**config.mk**
```make
export PLATFORM = sky130hd
export DESIGN_NAME = sync_fifo_flex_flat
export DESIGN_NICKNAME = d
export VERILOG_FILES = /design/src/rtl/sync_fifo_flex_if.sv /design/src/rtl/sync_fifo_flex.sv /design/src/flat_wrapper.sv
export SDC_FILE = /design/constraint.sdc
export NUM_CORES = 1
export LEC_CHECK = 0
export ABC_CLOCK_PERIOD_IN_PS = 3000
export CORE_ASPECT_RATIO = 1.25
export CORE_MARGIN = 8
export CORE_UTILIZATION = 59
export CTS_BUF_LIST = sky130_fd_sc_hd__clkbuf_8
export DETAILED_ROUTE_END_ITERATION = 16
export PLACE_DENSITY = 0.82
export RECOVER_POWER = 100
export SYNTH_ARGS = -nofsm -noshare
export SYNTH_HDL_FRONTEND = slang
export SYNTH_SLANG_ARGS = --single-unit
```
**constraint.sdc**
```tcl
create_clock -name clk -period 3 [get_ports clk]
set_input_delay 0.6 -clock clk [delete_from_list [all_inputs] [get_ports clk]]
set_output_delay 0.6 -clock clk [all_outputs]
set_load 0.03 [all_outputs]
```
**src/rtl/sync_fifo_flex_if.sv**
```systemverilog
// Producer/consumer bundle for sync_fifo_flex: requests and write data in,
// read data, occupancy and status out.
interface sync_fifo_flex_if #(
  parameter int DW = 8,
  parameter int DP = 7
);
  localparam int CW = $clog2(DP + 1);

  logic          push;
  logic [DW-1:0] i_data;
  logic          pop;
  logic [DW-1:0] o_data;
  logic          full;
  logic          empty;
  logic          almost_full;
  logic          almost_empty;
  logic [CW-1:0] count;
  logic          overflow;
  logic          underflow;

  // user side: issues push/pop, observes data and status
  modport master (
    output push, i_data, pop,
    input  o_data, full, empty, almost_full, almost_empty, count,
           overflow, underflow
  );

  // FIFO side
  modport slave (
    input  push, i_data, pop,
    output o_data, full, empty, almost_full, almost_empty, count,
           overflow, underflow
  );
endinterface

```
**src/rtl/sync_fifo_flex.sv**
```systemverilog
// Single-clock FIFO of arbitrary depth with optional first-word-fall-through
// output, programmable almost thresholds, occupancy count, synchronous flush
// and sticky overflow/underflow flags.
module sync_fifo_flex #(
  parameter int DW    = 8,
  parameter int DP    = 7,
  parameter int FWFT  = 0,
  parameter int AF_TH = DP - 1,
  parameter int AE_TH = 1
) (
  input  logic           clk,
  input  logic           rst,
  input  logic           clr,
  sync_fifo_flex_if.slave bus
);
  localparam int CW = $clog2(DP + 1);
  localparam int PW = $clog2(DP);

  localparam logic [CW-1:0] DP_C    = CW'(DP);
  localparam logic [CW-1:0] AF_C    = CW'(AF_TH);
  localparam logic [CW-1:0] AE_C    = CW'(AE_TH);
  localparam logic [PW-1:0] LAST_PT = PW'(DP - 1);

  logic [DW-1:0] mem [DP];
  logic [PW-1:0] rd_ptr;
  logic [PW-1:0] wr_ptr;
  logic [CW-1:0] count_q;
  logic          ovf_q;
  logic          unf_q;
  logic          full_w;
  logic          empty_w;
  logic          pop_ok;
  logic          push_ok;
  logic          flush;

  // status decodes from the registered count only
  assign full_w  = (count_q == DP_C);
  assign empty_w = (count_q == '0);
  assign flush   = rst || clr;

  // a full FIFO still takes a push when a pop frees a slot in the same cycle
  assign pop_ok  = bus.pop && !empty_w;
  assign push_ok = bus.push && (!full_w || pop_ok);

  // storage write; contents are not reset, flush just discards them
  always_ff @(posedge clk) begin
    if (!flush && push_ok) mem[wr_ptr] <= bus.i_data;
  end

  // pointers wrap by explicit compare so any depth works
  always_ff @(posedge clk) begin
    if (flush) begin
      rd_ptr <= '0;
      wr_ptr <= '0;
    end else begin
      if (push_ok) wr_ptr <= (wr_ptr == LAST_PT) ? '0 : wr_ptr + PW'(1);
      if (pop_ok)  rd_ptr <= (rd_ptr == LAST_PT) ? '0 : rd_ptr + PW'(1);
    end
  end

  // occupancy: simultaneous push and pop leaves it unchanged
  always_ff @(posedge clk) begin
    if (flush) begin
      count_q <= '0;
    end else if (push_ok && !pop_ok) begin
      count_q <= count_q + CW'(1);
    end else if (pop_ok && !push_ok) begin
      count_q <= count_q - CW'(1);
    end
  end

  // sticky error flags, cleared only by reset or flush
  always_ff @(posedge clk) begin
    if (flush) begin
      ovf_q <= 1'b0;
      unf_q <= 1'b0;
    end else begin
      if (bus.push && !push_ok) ovf_q <= 1'b1;
      if (bus.pop && empty_w)   unf_q <= 1'b1;
    end
  end

  generate
    if (FWFT == 0) begin : g_std
      logic [DW-1:0] dout_q;

      // registered read; reads the old head even when a write lands this edge
      always_ff @(posedge clk) begin
        if (flush) begin
          dout_q <= '0;
        end else if (pop_ok) begin
          dout_q <= mem[rd_ptr];
        end
      end

      assign bus.o_data = dout_q;
    end else begin : g_fwft
      // head word shown directly; forced to zero while empty so reset reads 0
      assign bus.o_data = empty_w ? '0 : mem[rd_ptr];
    end
  endgenerate

  assign bus.full         = full_w;
  assign bus.empty        = empty_w;
  assign bus.almost_full  = (count_q >= AF_C);
  assign bus.almost_empty = (count_q <= AE_C);
  assign bus.count        = count_q;
  assign bus.overflow     = ovf_q;
  assign bus.underflow    = unf_q;
endmodule

```
**src/flat_wrapper.sv**
```systemverilog
// flat-port wrapper written by rule: the top's interface ports become plain ports
module sync_fifo_flex_flat 
#(
  parameter int DW    = 8,
  parameter int DP    = 7,
  parameter int FWFT  = 0,
  parameter int AF_TH = DP - 1,
  parameter int AE_TH = 1
)
  (clk, rst, clr, bus_push, bus_i_data, bus_pop, bus_o_data, bus_full, bus_empty, bus_almost_full, bus_almost_empty, bus_count, bus_overflow, bus_underflow);
  sync_fifo_flex_if #(.DW(DW), .DP(DP)) bus_i ();
  input  logic clk;
  input  logic rst;
  input  logic clr;
  input wire logic [$bits(bus_i.push)-1:0] bus_push;
  input wire logic [$bits(bus_i.i_data)-1:0] bus_i_data;
  input wire logic [$bits(bus_i.pop)-1:0] bus_pop;
  output wire logic [$bits(bus_i.o_data)-1:0] bus_o_data;
  output wire logic [$bits(bus_i.full)-1:0] bus_full;
  output wire logic [$bits(bus_i.empty)-1:0] bus_empty;
  output wire logic [$bits(bus_i.almost_full)-1:0] bus_almost_full;
  output wire logic [$bits(bus_i.almost_empty)-1:0] bus_almost_empty;
  output wire logic [$bits(bus_i.count)-1:0] bus_count;
  output wire logic [$bits(bus_i.overflow)-1:0] bus_overflow;
  output wire logic [$bits(bus_i.underflow)-1:0] bus_underflow;
  assign bus_i.push = bus_push;
  assign bus_i.i_data = bus_i_data;
  assign bus_i.pop = bus_pop;
  assign bus_o_data = bus_i.o_data;
  assign bus_full = bus_i.full;
  assign bus_empty = bus_i.empty;
  assign bus_almost_full = bus_i.almost_full;
  assign bus_almost_empty = bus_i.almost_empty;
  assign bus_count = bus_i.count;
  assign bus_overflow = bus_i.overflow;
  assign bus_underflow = bus_i.underflow;
  sync_fifo_flex #(.DW(DW), .DP(DP), .FWFT(FWFT), .AF_TH(AF_TH), .AE_TH(AE_TH)) u_core (.clk(clk), .rst(rst), .clr(clr), .bus(bus_i));
endmodule
```
# After elaboration in Yosys (flattened, before gate mapping)
# Memories as Yosys holds them, arrays and structs flattened. A register that Yosys moved wholly into a read port is not among the register bits.
# Index checks and enable logic that the tools add are counted.
# totals
ff_bits	11
ram_bits	56
input_bits	13
out_inout_bits	17
wordCells	37
memories	1
# op_classes
addsub	4
order_cmp	2
eq_ne	3
muxes	6
n_reduce_logical	16
# memory_table
memory	words	word_bits	rd	rd_clocked_by_memory_dff	wr	line	source
u_core.mem	7	8	1	1	1	sync_fifo_flex.sv:24	logic [DW-1:0] mem [DP];
# op_table
cell	count
$mux 3	4
$add 3x1->3 const B	3
$eq 3x3->1 const B	3
$logic_and 1x1->1	7
$logic_not 1->1	5
$ge 3x3->1 const B	1
$le 3x1->1 const B	1
$logic_not 3->1	1
$sub 3x1->3 const B	1
$logic_or 1x1->1	2
$mux 1	2
$reduce_bool 2->1	1

# Depth between registers and ports, before layout
# depth
ltp_word	9
mapped_depth	11
depth_no_buf	11

# Least setup slack after synthesis
# No wires, ideal clock.
# synth_path
kind	register to register
from	register u_core.count_q[0] (netlist: u_core.bus.count[0])
to	memory u_core.mem[4][0] (enable)
setup_time_ps	370
t_arrival_ps	2125
required_time_ps	2630
slack_ps	505
path_stages_with_launch	6
path_buffers	0
period_less_slack_ps	2495
path_cell_list	dfxtp_1 ha_1 ha_1 a21boi_2 or4_4 nor2_1
# synth_via
word_cells_on_any_way	10
cone_classes	1 x eq/ne; 2 x mux; 7 x reduce/logical
# synth_rtl
element	line	source
from (decl)	sync_fifo_flex.sv:27	logic [CW-1:0] count_q;
from (signal assigned)	sync_fifo_flex.sv:66	count_q <= count_q + CW'(1);
from (signal assigned)	sync_fifo_flex.sv:68	count_q <= count_q - CW'(1);
$eq 3x3->1	sync_fifo_flex.sv:37	assign full_w = (count_q == DP_C);
via bus_full	flat_wrapper.sv:19	output wire logic [$bits(bus_i.full)-1:0] bus_full;
$logic_not 1->1	sync_fifo_flex.sv:43	assign push_ok = bus.push && (!full_w || pop_ok);
$logic_or 1x1->1	sync_fifo_flex.sv:43	
$logic_and 1x1->1	sync_fifo_flex.sv:43	
$logic_and 1x1->1	sync_fifo_flex.sv:47	if (!flush && push_ok) mem[wr_ptr] <= bus.i_data;
$mux 1	sync_fifo_flex.sv:47	
$mux 1 (not written as such)	sync_fifo_flex.sv:47	
to (decl)	sync_fifo_flex.sv:24	
# The timed path passes the listed nets, and every way through them passes these cells.

# Worst setup path in the final report
# layout_path
from	register u_core.count_q[0] (netlist: u_core.bus.count[0])
to	output port bus_empty
# layout_via
elab_chain_len	1
# layout_lines
element	line	source
$logic_not 3->1	sync_fifo_flex.sv:38	assign empty_w = (count_q == '0);
to (decl)	flat_wrapper.sv:20	output wire logic [$bits(bus_i.empty)-1:0] bus_empty;
# Every way passes these cells.

==> key figures <==
Drt
  – Iter 0 DRT Violations: 104
  – DR vias/cell: 5.81
  – Routed wire length: 5720 um
  – ANT nets after route: 0
  – DRC violations left: 0
  – DR vias: 1866
  – Average wire per standard cell: 17.8 um
  – Pre-antenna DRT Iters: 6

Clock network
  – Setup bufs post-CTS: 0
  – CTS tree: done
  – Latest clock arrival within the worst-skew pair: 0.33 ns
  – CTS Buf Count: 9
  – Cts hold-fix bufs: 0
  – Reg clk slew, reported paths: 0.08 ns
  – Clock sinks: 75
  – # resized after CTS: 0
  – Root Buffer Master: clkbuf_8
  – CTS Buffer Depth: 2
  – CTS H-tree depth: 3

Logic synthesis
  – Synth Flop Type: edfxtp_1
  – Post-synth EDFFs: 56
  – Avg Inst Size Synth: 14.2 um^2
  – Flops & latches, synth: 75
  – Seq/Total Area, Yosys: 67.5%
  – Post-synthesis async set-or-reset flop share: 0%
  – Gate Count Post-Synth: 215
  – Number of synthesis warnings: 0
  – Netlist cell types: 35
  – Post-Syn Area: 0.00306 mm^2
  – Syn Nets: 235

Placement
  – Placed cell area: 0.00343 mm^2
  – Placed cell count: 305
  – I/O Buffers: 29
  – Setup slack at placement: 0.541 ns
  – RePlAce Congestion: 0.738
  – Detailed Place HPWL: 3880 um

Pwr
  – Peak VDD IR: 476 uV
  – Power Total: 2.07 mW
  – Power per Cell Area: 575 mW/mm^2
  – Leakage: 1.26 nW

Cells and area
  – Layout cells sized above 1: 11.2%
  – Layout Nets: 274
  – Synth-to-Final Area Change: 17.8%
  – Fillcell total: 373
  – Final Cell Area: 0.00360 mm^2
  – Final core utilization: 71.4%
  – Most frequent cells in the layout: edfxtp_1 (56), dlygate4sd3_1 (25), dfxtp_1 (19)
  – Ant. Diodes: 0
  – Post-Layout Cell Count: 321
  – Register Area: 0.00206 mm^2
  – Most common cell after layout, fill and taps aside: edfxtp_1
  – Multi-input logic area: 883 um^2

Setup path
  – CP Depth: 5
  – Worst r2r dst: u_core.mem[4][3]
  – Arr. time, crit path: 1.93 ns
  – Worst Setup End Kind: output pin
  – Delay-heaviest family, CP: buffers and inverters
  – Crit path max-delay cell type: dlygate4sd3_1
  – Reg2reg setup slack: 0.48 ns
  – CP required: 2.40 ns
  – CP max stage delay: 0.69 ns
  – Worst Reg2Reg Path Length in Cells: 7
  – Worst Setup Start Kind: flop
  – CP endpoint: bus_empty
  – Top cell by count, worst path: inv_1
  – Crit. Startpoint: u_core.bus.count[0]
  – R2r startpoint: u_core.bus.count[0]
  – Worst-path fanout max: 5
  – Setup Crit Path Kind: reg -> out
  – Crit-path cells: inv_1 -> ha_1 -> nand2b_2 -> inv_1 -> dlygate4sd3_1
  – Number of buffers and inverters on the critical path: 3

Die
  – Ports: 30
  – Die H: 96.5 um
  – Die span in x: 80.4 um
  – Initial Util: 60.6%
  – Rows: 29
  – Die ar.: 0.00775 mm^2
  – Placeable core area: 0.00504 mm^2

STA
  – Worst Skew: 0.0120 ns
  – RSZ-0062 raised after global routing: false
  – Fmax achieved: 0.395 GHz
  – Fin crit share: 84.5%
  – Final hold violation count: 0
  – Max transition margin: 46.1%
  – Worst-Margin Slew: 0.809 ns
  – Max-slew violations: 0
  – Setup violators final: 0
  – Setup TNS: 0 ns
  – Hold_ws: 0.479 ns
  – Fin worst setup slack: 0.466 ns
  – Tmin final: 2.53 ns

Worst hold path
  – Hold Crit Class: reg -> reg

Job
  – Max-Cap Viols: 0

Global route
  – First-pass GRT wire length: 9240 um
  – Grt total ovfl: 0
  – GRT Overall Usage: 16.1%
  – Initial antenna violation count: 0
  – Largest net degree at the start of global routing: 21
  – Vias in the first global route: 1934

Status
  – Outcome: completed
## registers in the layout, summed over array words and instances (netlist names)
signal                count
u_core.mem               56
u_core.bus.o_data         8
u_core.bus.count          3
u_core.rd_ptr             3
u_core.wr_ptr             3
u_core.bus.overflow       1
u_core.bus.underflow      1
## final cells by class
type                       instances  share of cell area, %
clock buffer                      11                   4.21
clock inverter                     5                   1.46
inverter                           7                  0.730
multi-input combinational        122                   24.5
sequential                        75                   57.3
timing repair buffer              39                   9.63
tap                               62                   2.16
## layer usage
metal | up-vias | global-route usage (%) | routed length [um]
li1 | 887 | - | -
met1 | 908 | 16.7 | 2100
met2 | 62 | 29.2 | 3150
met3 | 9 | 2.69 | 360
met4 | 0 | 10.2 | 113
met5 | - | 0 | 0
## power breakdown
group	switching [mW]	internal, mW	leakage, nW
combinational	0.0993	0.0665	0.489
sequential	0.0136	1.13	0.659
clock	0.338	0.425	0.110
## synth_stat cells, drive strengths merged, types with 2 or more instances
| cell | instances | area, um^2 |
|---|---|---|
| edfxtp | 56 | 1680 |
| dfxtp | 19 | 380 |
| buf | 7 | 50.1 |
| o211ai | 8 | 60.1 |
| ha | 7 | 87.6 |
| a31oi | 10 | 62.6 |
| nand2 | 12 | 45.0 |
| inv | 7 | 26.3 |
| clkbuf | 4 | 15.0 |
| xor2 | 2 | 17.5 |
| nor3 | 4 | 25.0 |
| nand2b | 11 | 71.3 |
| mux2i | 8 | 80.1 |
| a21oi | 9 | 45.0 |
| o21ai | 15 | 78.8 |
| nor2 | 17 | 66.3 |
| mux4 | 8 | 180 |
## worst min-delay path: cells and delay by family, from the launching register on
family	cells	cell delay, ns
AND/OR/NAND/NOR	1	0.07
flip-flops	1	0.33
AO/OA/AOI/OAI	1	0.04
## worst min-delay path by stage
stage | slack [ns] | cells after the start | from | end
finish | 0.48 | 2 | u_core.bus.underflow | u_core.bus.underflow
detailed placement | 0.47 | 2 | u_core.bus.overflow | u_core.bus.overflow
floorplan | 0.51 | 2 | u_core.wr_ptr[2] | u_core.wr_ptr[2]
global placement | 0.45 | 2 | u_core.bus.underflow | u_core.bus.underflow
global route | 0.52 | 2 | u_core.bus.overflow | u_core.bus.overflow
CTS | 0.49 | 2 | u_core.bus.overflow | u_core.bus.overflow
## kinds of logic (layout without fill, tap and decap cells)
logic type | count (synthesis) | count (layout) | synth area share, %
muxes | 16 | 16 | 8.52
buffers and inverters | 18 | 62 | 2.99
and+or+nand+nor | 50 | 50 | 8.15
DFF | 75 | 75 | 67.5
xor gates and xnor gates | 2 | 2 | 0.573
adders and majority gates | 7 | 7 | 2.87
AOI/OAI and AO/OA | 47 | 47 | 9.42
No activity file was read; power rests on OpenSTA's default activity.
